$ cat src/rtl/coef_mult_if.sv
// Operand/product handshake bundle for coef_mult.
// Master drives operands and consumes products; slave is the multiplier.
interface coef_mult_if #(
  parameter int W = 12
);
  logic           in_valid;
  logic           in_ready;
  logic [W-1:0]   in_a;
  logic [W-1:0]   in_b;
  logic           out_valid;
  logic           out_ready;
  logic [2*W-1:0] out_c;

  modport master (
    output in_valid, in_a, in_b, out_ready,
    input  in_ready, out_valid, out_c
  );

  modport slave (
    input  in_valid, in_a, in_b, out_ready,
    output in_ready, out_valid, out_c
  );
endinterface

$ cat src/rtl/coef_mult.sv
// Two-stage W x W unsigned coefficient multiplier with valid/ready flow,
// sticky operand range flag and product handshake counter.
module coef_mult #(
  parameter int W = 12,
  parameter int Q = 3329
) (
  input  logic        clk,
  input  logic        rst_n,
  coef_mult_if.slave  bus,
  input  logic        err_clr,
  output logic        err,
  output logic [15:0] prod_cnt
);
  localparam int H  = W / 2;
  localparam int HH = W - H;
  localparam logic [W:0] QV = (W+1)'(Q);

  logic             advance;
  logic             acc;
  logic             fire;
  logic             bad;
  logic             s1_valid;
  logic [W+H-1:0]   p_lo;
  logic [W+HH-1:0]  p_hi;
  logic [2*W-1:0]   sum;

  assign advance      = !bus.out_valid || bus.out_ready;
  assign bus.in_ready = advance;
  assign acc          = bus.in_valid && advance;
  assign fire         = bus.out_valid && bus.out_ready;

  assign bad = ({1'b0, bus.in_a} >= QV)
            || ({1'b0, bus.in_b} >= QV);

  // Recombine the two half-width partial products.
  assign sum = (2*W)'(p_lo)
             + ((2*W)'(p_hi) << H);

  always_ff @(posedge clk or negedge rst_n) begin
    if (!rst_n) begin
      s1_valid <= 1'b0;
      p_lo     <= '0;
      p_hi     <= '0;
    end else if (advance) begin
      s1_valid <= bus.in_valid;
      if (bus.in_valid) begin
        p_lo <= (W+H)'(bus.in_a)
              * (W+H)'(bus.in_b[H-1:0]);
        p_hi <= (W+HH)'(bus.in_a)
              * (W+HH)'(bus.in_b[W-1:H]);
      end
    end
  end

  always_ff @(posedge clk or negedge rst_n) begin
    if (!rst_n) begin
      bus.out_valid <= 1'b0;
      bus.out_c     <= '0;
    end else if (advance) begin
      bus.out_valid <= s1_valid;
      if (s1_valid) begin
        bus.out_c <= sum;
      end
    end
  end

  // A fresh violation beats a simultaneous clear.
  always_ff @(posedge clk or negedge rst_n) begin
    if (!rst_n) begin
      err <= 1'b0;
    end else if (acc && bad) begin
      err <= 1'b1;
    end else if (err_clr) begin
      err <= 1'b0;
    end
  end

  always_ff @(posedge clk or negedge rst_n) begin
    if (!rst_n) begin
      prod_cnt <= '0;
    end else if (fire) begin
      prod_cnt <= prod_cnt + 16'd1;
    end
  end
endmodule

$ cat src/flat_wrapper.sv
// flat-port wrapper written by rule: the top's interface ports become plain ports
module coef_mult_flat 
#(
  parameter int W = 12,
  parameter int Q = 3329
)
  (clk, rst_n, err_clr, err, prod_cnt, bus_in_valid, bus_in_a, bus_in_b, bus_out_ready, bus_in_ready, bus_out_valid, bus_out_c);
  coef_mult_if #(.W(W)) bus_i ();
  input  logic clk;
  input  logic rst_n;
  input  logic err_clr;
  output logic err;
  output logic [15:0] prod_cnt;
  input wire logic [$bits(bus_i.in_valid)-1:0] bus_in_valid;
  input wire logic [$bits(bus_i.in_a)-1:0] bus_in_a;
  input wire logic [$bits(bus_i.in_b)-1:0] bus_in_b;
  input wire logic [$bits(bus_i.out_ready)-1:0] bus_out_ready;
  output wire logic [$bits(bus_i.in_ready)-1:0] bus_in_ready;
  output wire logic [$bits(bus_i.out_valid)-1:0] bus_out_valid;
  output wire logic [$bits(bus_i.out_c)-1:0] bus_out_c;
  assign bus_i.in_valid = bus_in_valid;
  assign bus_i.in_a = bus_in_a;
  assign bus_i.in_b = bus_in_b;
  assign bus_i.out_ready = bus_out_ready;
  assign bus_in_ready = bus_i.in_ready;
  assign bus_out_valid = bus_i.out_valid;
  assign bus_out_c = bus_i.out_c;
  coef_mult #(.W(W), .Q(Q)) u_core (.clk(clk), .rst_n(rst_n), .bus(bus_i), .err_clr(err_clr), .err(err), .prod_cnt(prod_cnt));
endmodule
$ cat config.mk
export PLATFORM = sky130hd
export DESIGN_NAME = coef_mult_flat
export DESIGN_NICKNAME = d
export VERILOG_FILES = /design/src/rtl/coef_mult_if.sv /design/src/rtl/coef_mult.sv /design/src/flat_wrapper.sv
export SDC_FILE = /design/constraint.sdc
export NUM_CORES = 1
export LEC_CHECK = 0
export ABC_AREA = 0
export CAP_MARGIN = 20
export CORE_ASPECT_RATIO = 1.1
export CORE_MARGIN = 3
export CORE_UTILIZATION = 50
export DETAILED_ROUTE_END_ITERATION = 8
export GPL_TIMING_DRIVEN = 0
export PLACE_DENSITY = 0.76
export SLEW_MARGIN = 20
export SYNTH_ARGS = -nofsm -noshare
export SYNTH_HDL_FRONTEND = slang
export SYNTH_SLANG_ARGS = --single-unit
export TNS_END_PERCENT = 20
$ cat constraint.sdc
create_clock -name clk -period 3.17 [get_ports clk]
set_clock_uncertainty 0.2 [all_clocks]
set_input_delay 0.317 -clock clk [delete_from_list [all_inputs] [get_ports clk]]
set_output_delay 0.317 -clock clk [all_outputs]
set_load 0.005 [all_outputs]
; ---- Yosys cells after proc, flatten, opt, wreduce, memory -nomap -nowiden
; Cells that the tools add are included.
; W data, S select, Z words.
[classes]
addsub = 2
multipliers = 2
magnitude_cmp = 2
muxes = 2
reduce_logical = 9
[op_table]
columns = cell, count
row1 = $mul A12 B6 Y18, 2
row2 = $add A18 B24 Y24, 1
row3 = $ge A12 B12 Y1 const B, 2
row4 = $add A16 B1 Y16 const B, 1
row5 = $reduce_and A2 Y1, 2
row6 = $logic_and A1 B1 Y1, 3
row7 = $logic_or A1 B1 Y1, 2
row8 = $mux W1, 2
row9 = $reduce_bool A2 Y1, 1
row10 = $logic_not A1 Y1, 1
[word_totals]
regBits = 79
inputBits = 29
out_inout_bits = 43
word_cells = 24

; ---- Longest topological paths before layout
[depth]
depth_word = 5
depth_mapped = 16
ltp_nobuf = 14

; ---- Worst setup path before layout
; No wires, ideal clock.
[synth_path]
path_kind = input to register
startpoint = input bus_in_b[5]
endpoint = register u_core.p_lo[15]
setup_ps = 69
arrival_time_ps = 3760
required_time_ps = 2901
slack_ps = -859
cell_stages = 14
n_path_buf = 1
path_cell_list = clkbuf_1 > and2_1 > fa_1 > fa_1 > inv_1 > fa_1 > inv_1 > ha_1 > nand2_1 > or3b_1 > o41ai_2 > nor4_2 > or4_1 > nand3_1
[synth_via]
elab_chain_cells = 1
[synth_lines]
columns = element, line_no
row1 = "start, declared", flat_wrapper.sv:16  ; input wire logic [$bits(bus_i.in_b)-1:0] bus_in_b;
row2 = $mul A12 B6 Y18, coef_mult.sv:48  ; * (W+H)'(bus.in_b[H-1:0]);
row3 = "end signal, assigned", coef_mult.sv:47  ; p_lo <= (W+H)'(bus.in_a)
row4 = "end, declared", coef_mult.sv:23  ; logic [W+H-1:0] p_lo;
; Every way passes these cells.
; A chain may end at the register's enable or synchronous reset.

; ---- Worst setup path in the final report
[layout_path]
startpoint = input bus_in_a[7]
endpoint = register u_core.p_lo[17]
[layout_via]
elab_chain_cells = 1
[layout_lines]
columns = element, line_no
row1 = "start, declared", flat_wrapper.sv:15  ; input wire logic [$bits(bus_i.in_a)-1:0] bus_in_a;
row2 = $mul A12 B6 Y18, coef_mult.sv:48
; Every way passes these cells.

==> results <==
- The flow ran to the end, but the final reports show violations.
- The checks that failed: setup timing.
- The largest individual stage delay along the critical path comes from the cell sky130_fd_sc_hd__fa_1.
- Counting along the longest clock path gives a buffer depth of 2.
- The count of buffers added on input and output ports is a little over 70.
- The share of cells above drive strength 1 is around a quarter.
- At the end of routability-driven placement, the weighted congestion stood at 0.8770.
- The core area is around 16000 sq um.
- The worst setup path is of the input pin to flip-flop kind.
- In the final routed layout, each cell accounts on average for 17.90 um.
- The largest single stage delay on the critical path is about 0.56 ns.
- The initial antenna violation count is 0.
- The number of different library cells used by synthesis comes to 61.
- The insertion delay to the later sink of the worst-skew pair is between 0.3 and 0.4 ns.
- In the finished design, the share of the clock period the worst path needs comes to 121.6%.
- Ranked by total cell area, the synthesized netlist is headed by sky130_fd_sc_hd__dfrtp_1 (24%), sky130_fd_sc_hd__fa_1 (20%), sky130_fd_sc_hd__ha_1 (9.7%).
- Counting flops and latches in the post-synthesis netlist gives 79.
- The floorplan step set the die width to roughly 130 um.
- VDD sags by at most approximately 0.0003 V.
- The largest net degree at the start of global routing is approximately 40.
- The synthesis-to-layout area growth is 33.77%.
- Across the whole layout, storage elements account for just under 2000 sq um.
- The total overflow left after global routing is 0.
- The library cell appearing most often on the critical path is sky130_fd_sc_hd__fa_1.
- In the global route stage, overall resource usage came out at approximately a quarter.
- Summing over every cut layer, the via total after detailed routing is 7394.
- For this run, the top clock speed supported by timing is between 200 and 300 MHz.
- The pre-CTS setup slack is -1.808 ns.
- The mean instance size in the synthesized netlist is around 8.7 sq um.
- The number of warning messages in the yosys log is 0.
- The type of the worst min-delay path is flip-flop to flip-flop.
- The routed design could run at a clock period as short as 3.854 ns.
- The die covers 18280 sq um.
- Counting tap cells, the placed design contains a total of 1232 instances.
- In this run the power density over the cells is 691.2 nW/um^2.
- The critical path launch point is bus_in_a[7].
- The top cell type by area accounts for a little under a quarter of the synthesized area.
- The final count of hold timing violations is 0.
- between 70 and 80 I/O pins were placed.
- The number of antenna diodes in the final layout is 0.
- The maximum fanout along the worst path is 4.
- For this configuration, the core starts out at a cell density of 52.05%.
- The most used flip-flop cell after synthesis is sky130_fd_sc_hd__dfrtp_1.
- The number of global-route vias before repair is roughly 7500.
- The flop-to-flop setup slack is approximately 0.54 ns.
- Once detail routing completed, the nets flagged for antenna violations numbered 0.
- The die is around 140 um tall.
- The destination of the worst register-to-register timing path is u_core.bus.out_c[22].
- The signal on the critical path passes through buf_8, buf_8, buf_12, and2_4, fa_1, fa_1, inv_1, fa_1, inv_2, ha_4, nand2_4, or3b_4, o41ai_4, nor4_4, buf_4, a2111o_1, nand3_1.
- The number of standard-cell rows in the floorplan is 48.
- For this run, the post-layout net count is ~1300.
- The first TritonRoute pass finished after 5 iterations.
- The number of max-slew violations in the final report is 0.
- Counting flops with a built-in enable in the synthesized netlist gives 0.
- Setup repair after global routing could not meet its margin everywhere.
- The count of fill cells added during filler insertion is roughly 1200.
- In this run the tightest slew margin relative to its limit is between 50% and 60%.
- The final critical-path setup slack is -0.6844 ns.
- TritonCTS built the clock tree.
- The starting DRC count in detailed routing is between 400 and 500.
- STA puts the critical path data arrival time at 3.93 ns.
- The residual DRC count is 0.
- The number of instances in the synthesized netlist is between 900 and 1000.
- The startpoint identified for the worst register-to-register timing path is u_core.p_lo[6].
- Counting the buffers created by CTS gives 9.
- The endpoint of the worst setup timing path is u_core.p_lo[17].
- The post-DP HPWL is roughly 16000 um.
- The register clock-pin slew on the reported worst setup and hold paths is approximately 0.06 ns.
- The net count after synthesis is 1137.
- The clock net sink count is 79.
- The routed wire length is ~24000 um.
- The cell type with the largest total area after synthesis is sky130_fd_sc_hd__dfrtp_1.
- The total standard cell area after synthesis is 8347 sq um.
- After detailed routing, the number of vias per cell comes to between 5 and 6.
- STA classifies the critical path startpoint as an input pin.
- The clock root buffer is sky130_fd_sc_hd__clkbuf_16.
- Cells fill 69.63% of the core in the end.
- The footprint of the multi-input gates is ~6400 sq um.
- The category of the worst setup path capture point is a flip-flop.
- STA puts the critical path data required time at ~3.2 ns.
- After the flow finishes, the layout carries non-filler instances totaling 1322.
- The count of max-cap constraint violations is 0.
- For the pin with the worst max-slew slack, the measured transition is 0.6096 ns.
- The number of cells on the worst reg-to-reg path is 9.
- The number of H-tree levels is 3.
- The portion of the post-synthesis area used by sequential elements is 23.68%.
- The wire length of the first global-routing pass is 37810 um.
- The async set or reset register ratio after synthesis is 100.0%.
- Setup violations remaining at the end of the flow were counted as 23.
- The total leakage power is approximately 5.3 nW.
layout make-up:
cell class                 instances  area share [%]
sequential                        79           17.71
timing repair buffer             147           12.36
buffer                            43           3.933
multi-input combinational        718           57.07
inverter                         119           4.000
clock inverter                     5          0.5155
tap                              200           2.241
clock buffer                      11           2.174
synth_stat cells, drive strengths merged (3+ instances only):
master,count
xor2,10
a21o,16
nor2,31
buf,3
o2111ai,3
xnor2,27
nand4,11
o21a,7
ha,65
o31ai,8
nor2b,3
o41ai,4
or3,4
a31oi,3
o21ai,43
or4,3
clkbuf,41
dfrtp,79
nor3b,7
nor3,10
fa,83
and3,8
a211oi,9
inv,119
nand2,150
nand3,25
o211ai,5
nor4,6
o21bai,4
and2,116
nand2b,3
a21oi,29
worst min path at each step:
stage	cells past startpoint	to	startpoint	slack [ns]
floorplan	0	u_core.bus.out_c[0]	rst_n	-0.18
detailed placement	1	u_core.prod_cnt[14]	rst_n	0.12
finish	1	u_core.prod_cnt[15]	u_core.prod_cnt[15]	0.27
global route	2	u_core.bus.out_c[2]	u_core.bus.out_c[2]	0.30
CTS	1	u_core.prod_cnt[15]	u_core.prod_cnt[15]	0.27
global placement	2	u_core.bus.out_c[2]	u_core.p_lo[2]	0.26
cell families (layout without fill, tap and decap cells):
logic type / count (synthesis) / count (layout) / synth area share [%]
AND/OR/NAND/NOR: 383 / 383 / 23.16
buffers and inverters: 163 / 325 / 7.345
adder cells (fa/ha/maj): 148 / 148 / 29.65
AO/OA/AOI/OAI: 146 / 146 / 11.77
flip-flops: 79 / 79 / 23.68
XOR/XNOR: 37 / 37 / 3.882
multiplexers: 4 / 4 / 0.5097
per-stage QoR:
step / cell area, sq um / hold WS (ns) / TNS, ns / power, mW
2_1_floorplan: 8623 / -0.1786 / -11.27 / 4.480
3_3_place_gp: 9584 / 0.2554 / -127.42 / 5.536
3_5_place_dp: 9602 / 0.1194 / -38.69 / 5.648
4_1_cts: 10820 / 0.2689 / -9.122 / 7.329
5_1_grt: 11170 / 0.2984 / -11.73 / 8.312
6_report: 11170 / 0.2654 / -9.374 / 7.718
what timing repair did:
action                                  in CTS  in global routing
pin swaps                                   82                 54
endpoints found under the hold margin       39                  0
endpoints found under the setup margin      28                 24
gates cloned                                11                  0
setup buffers                               51                 13
hold buffers                                 1                  0
gates resized for setup                    222                 97
layer usage:
layer  up-vias  routed length (um)  track usage [%]
met5         -                   0                0
met4         0                1261            11.55
met3        90                1181            2.748
met2       287               11650            43.48
met1      3578                9571            33.94
li1       3439                   -                -
sequential cells by signal, summed over array words and instances (netlist names):
signal,flops
u_core.bus.out_c,24
u_core.bus.out_valid,1
u_core.err,1
u_core.p_hi,18
u_core.p_lo,18
u_core.prod_cnt,16
u_core.s1_valid,1
report_power, final:
group,leakage [nW],internal [mW],total [mW],switching [mW]
Sequential,0.997,1.37,1.64,0.263
Combinational,4.19,2.42,5.05,2.62
Clock,0.138,0.630,1.03,0.405
Total,5.33,4.43,7.72,3.29
cells in the final DEF (no fill, tap or decap), types with 7 or more instances in the layout:
master                            count
sky130_fd_sc_hd__and2_1              80
sky130_fd_sc_hd__ha_4                20
sky130_fd_sc_hd__nor3_1               8
sky130_fd_sc_hd__nor2_1              28
sky130_fd_sc_hd__a21oi_1             16
sky130_fd_sc_hd__a21oi_2             10
sky130_fd_sc_hd__o21a_1               7
sky130_fd_sc_hd__nand3_1             25
sky130_fd_sc_hd__inv_1              102
sky130_fd_sc_hd__buf_2               10
sky130_fd_sc_hd__buf_4               58
sky130_fd_sc_hd__o21ai_1              8
sky130_fd_sc_hd__a21o_1              16
sky130_fd_sc_hd__fa_1                78
sky130_fd_sc_hd__xnor2_1             24
sky130_fd_sc_hd__nor3b_1              7
sky130_fd_sc_hd__nand2_1            145
sky130_fd_sc_hd__o21ai_0             24
sky130_fd_sc_hd__ha_1                41
sky130_fd_sc_hd__clkbuf_1            15
sky130_fd_sc_hd__o31ai_1              7
sky130_fd_sc_hd__xor2_1              10
sky130_fd_sc_hd__clkdlybuf4s50_1     46
sky130_fd_sc_hd__dfrtp_1             79
sky130_fd_sc_hd__and2_4              36
sky130_fd_sc_hd__buf_8               23
sky130_fd_sc_hd__inv_2               17
sky130_fd_sc_hd__o21ai_2              9
sky130_fd_sc_hd__buf_6               15
sky130_fd_sc_hd__nand4_1             11
sky130_fd_sc_hd__clkbuf_16            9
sky130_fd_sc_hd__clkbuf_8            14
worst max-delay path, delay by kind of cell:
family                   cells  cell delay (ns)
AO/OA/AOI/OAI                2             0.44
buffers and inverters        6             0.60
adder cells (fa/ha/maj)      4             1.84
AND/OR/NAND/NOR              5             0.72
Note: power is estimated with default switching activity, not from simulation.
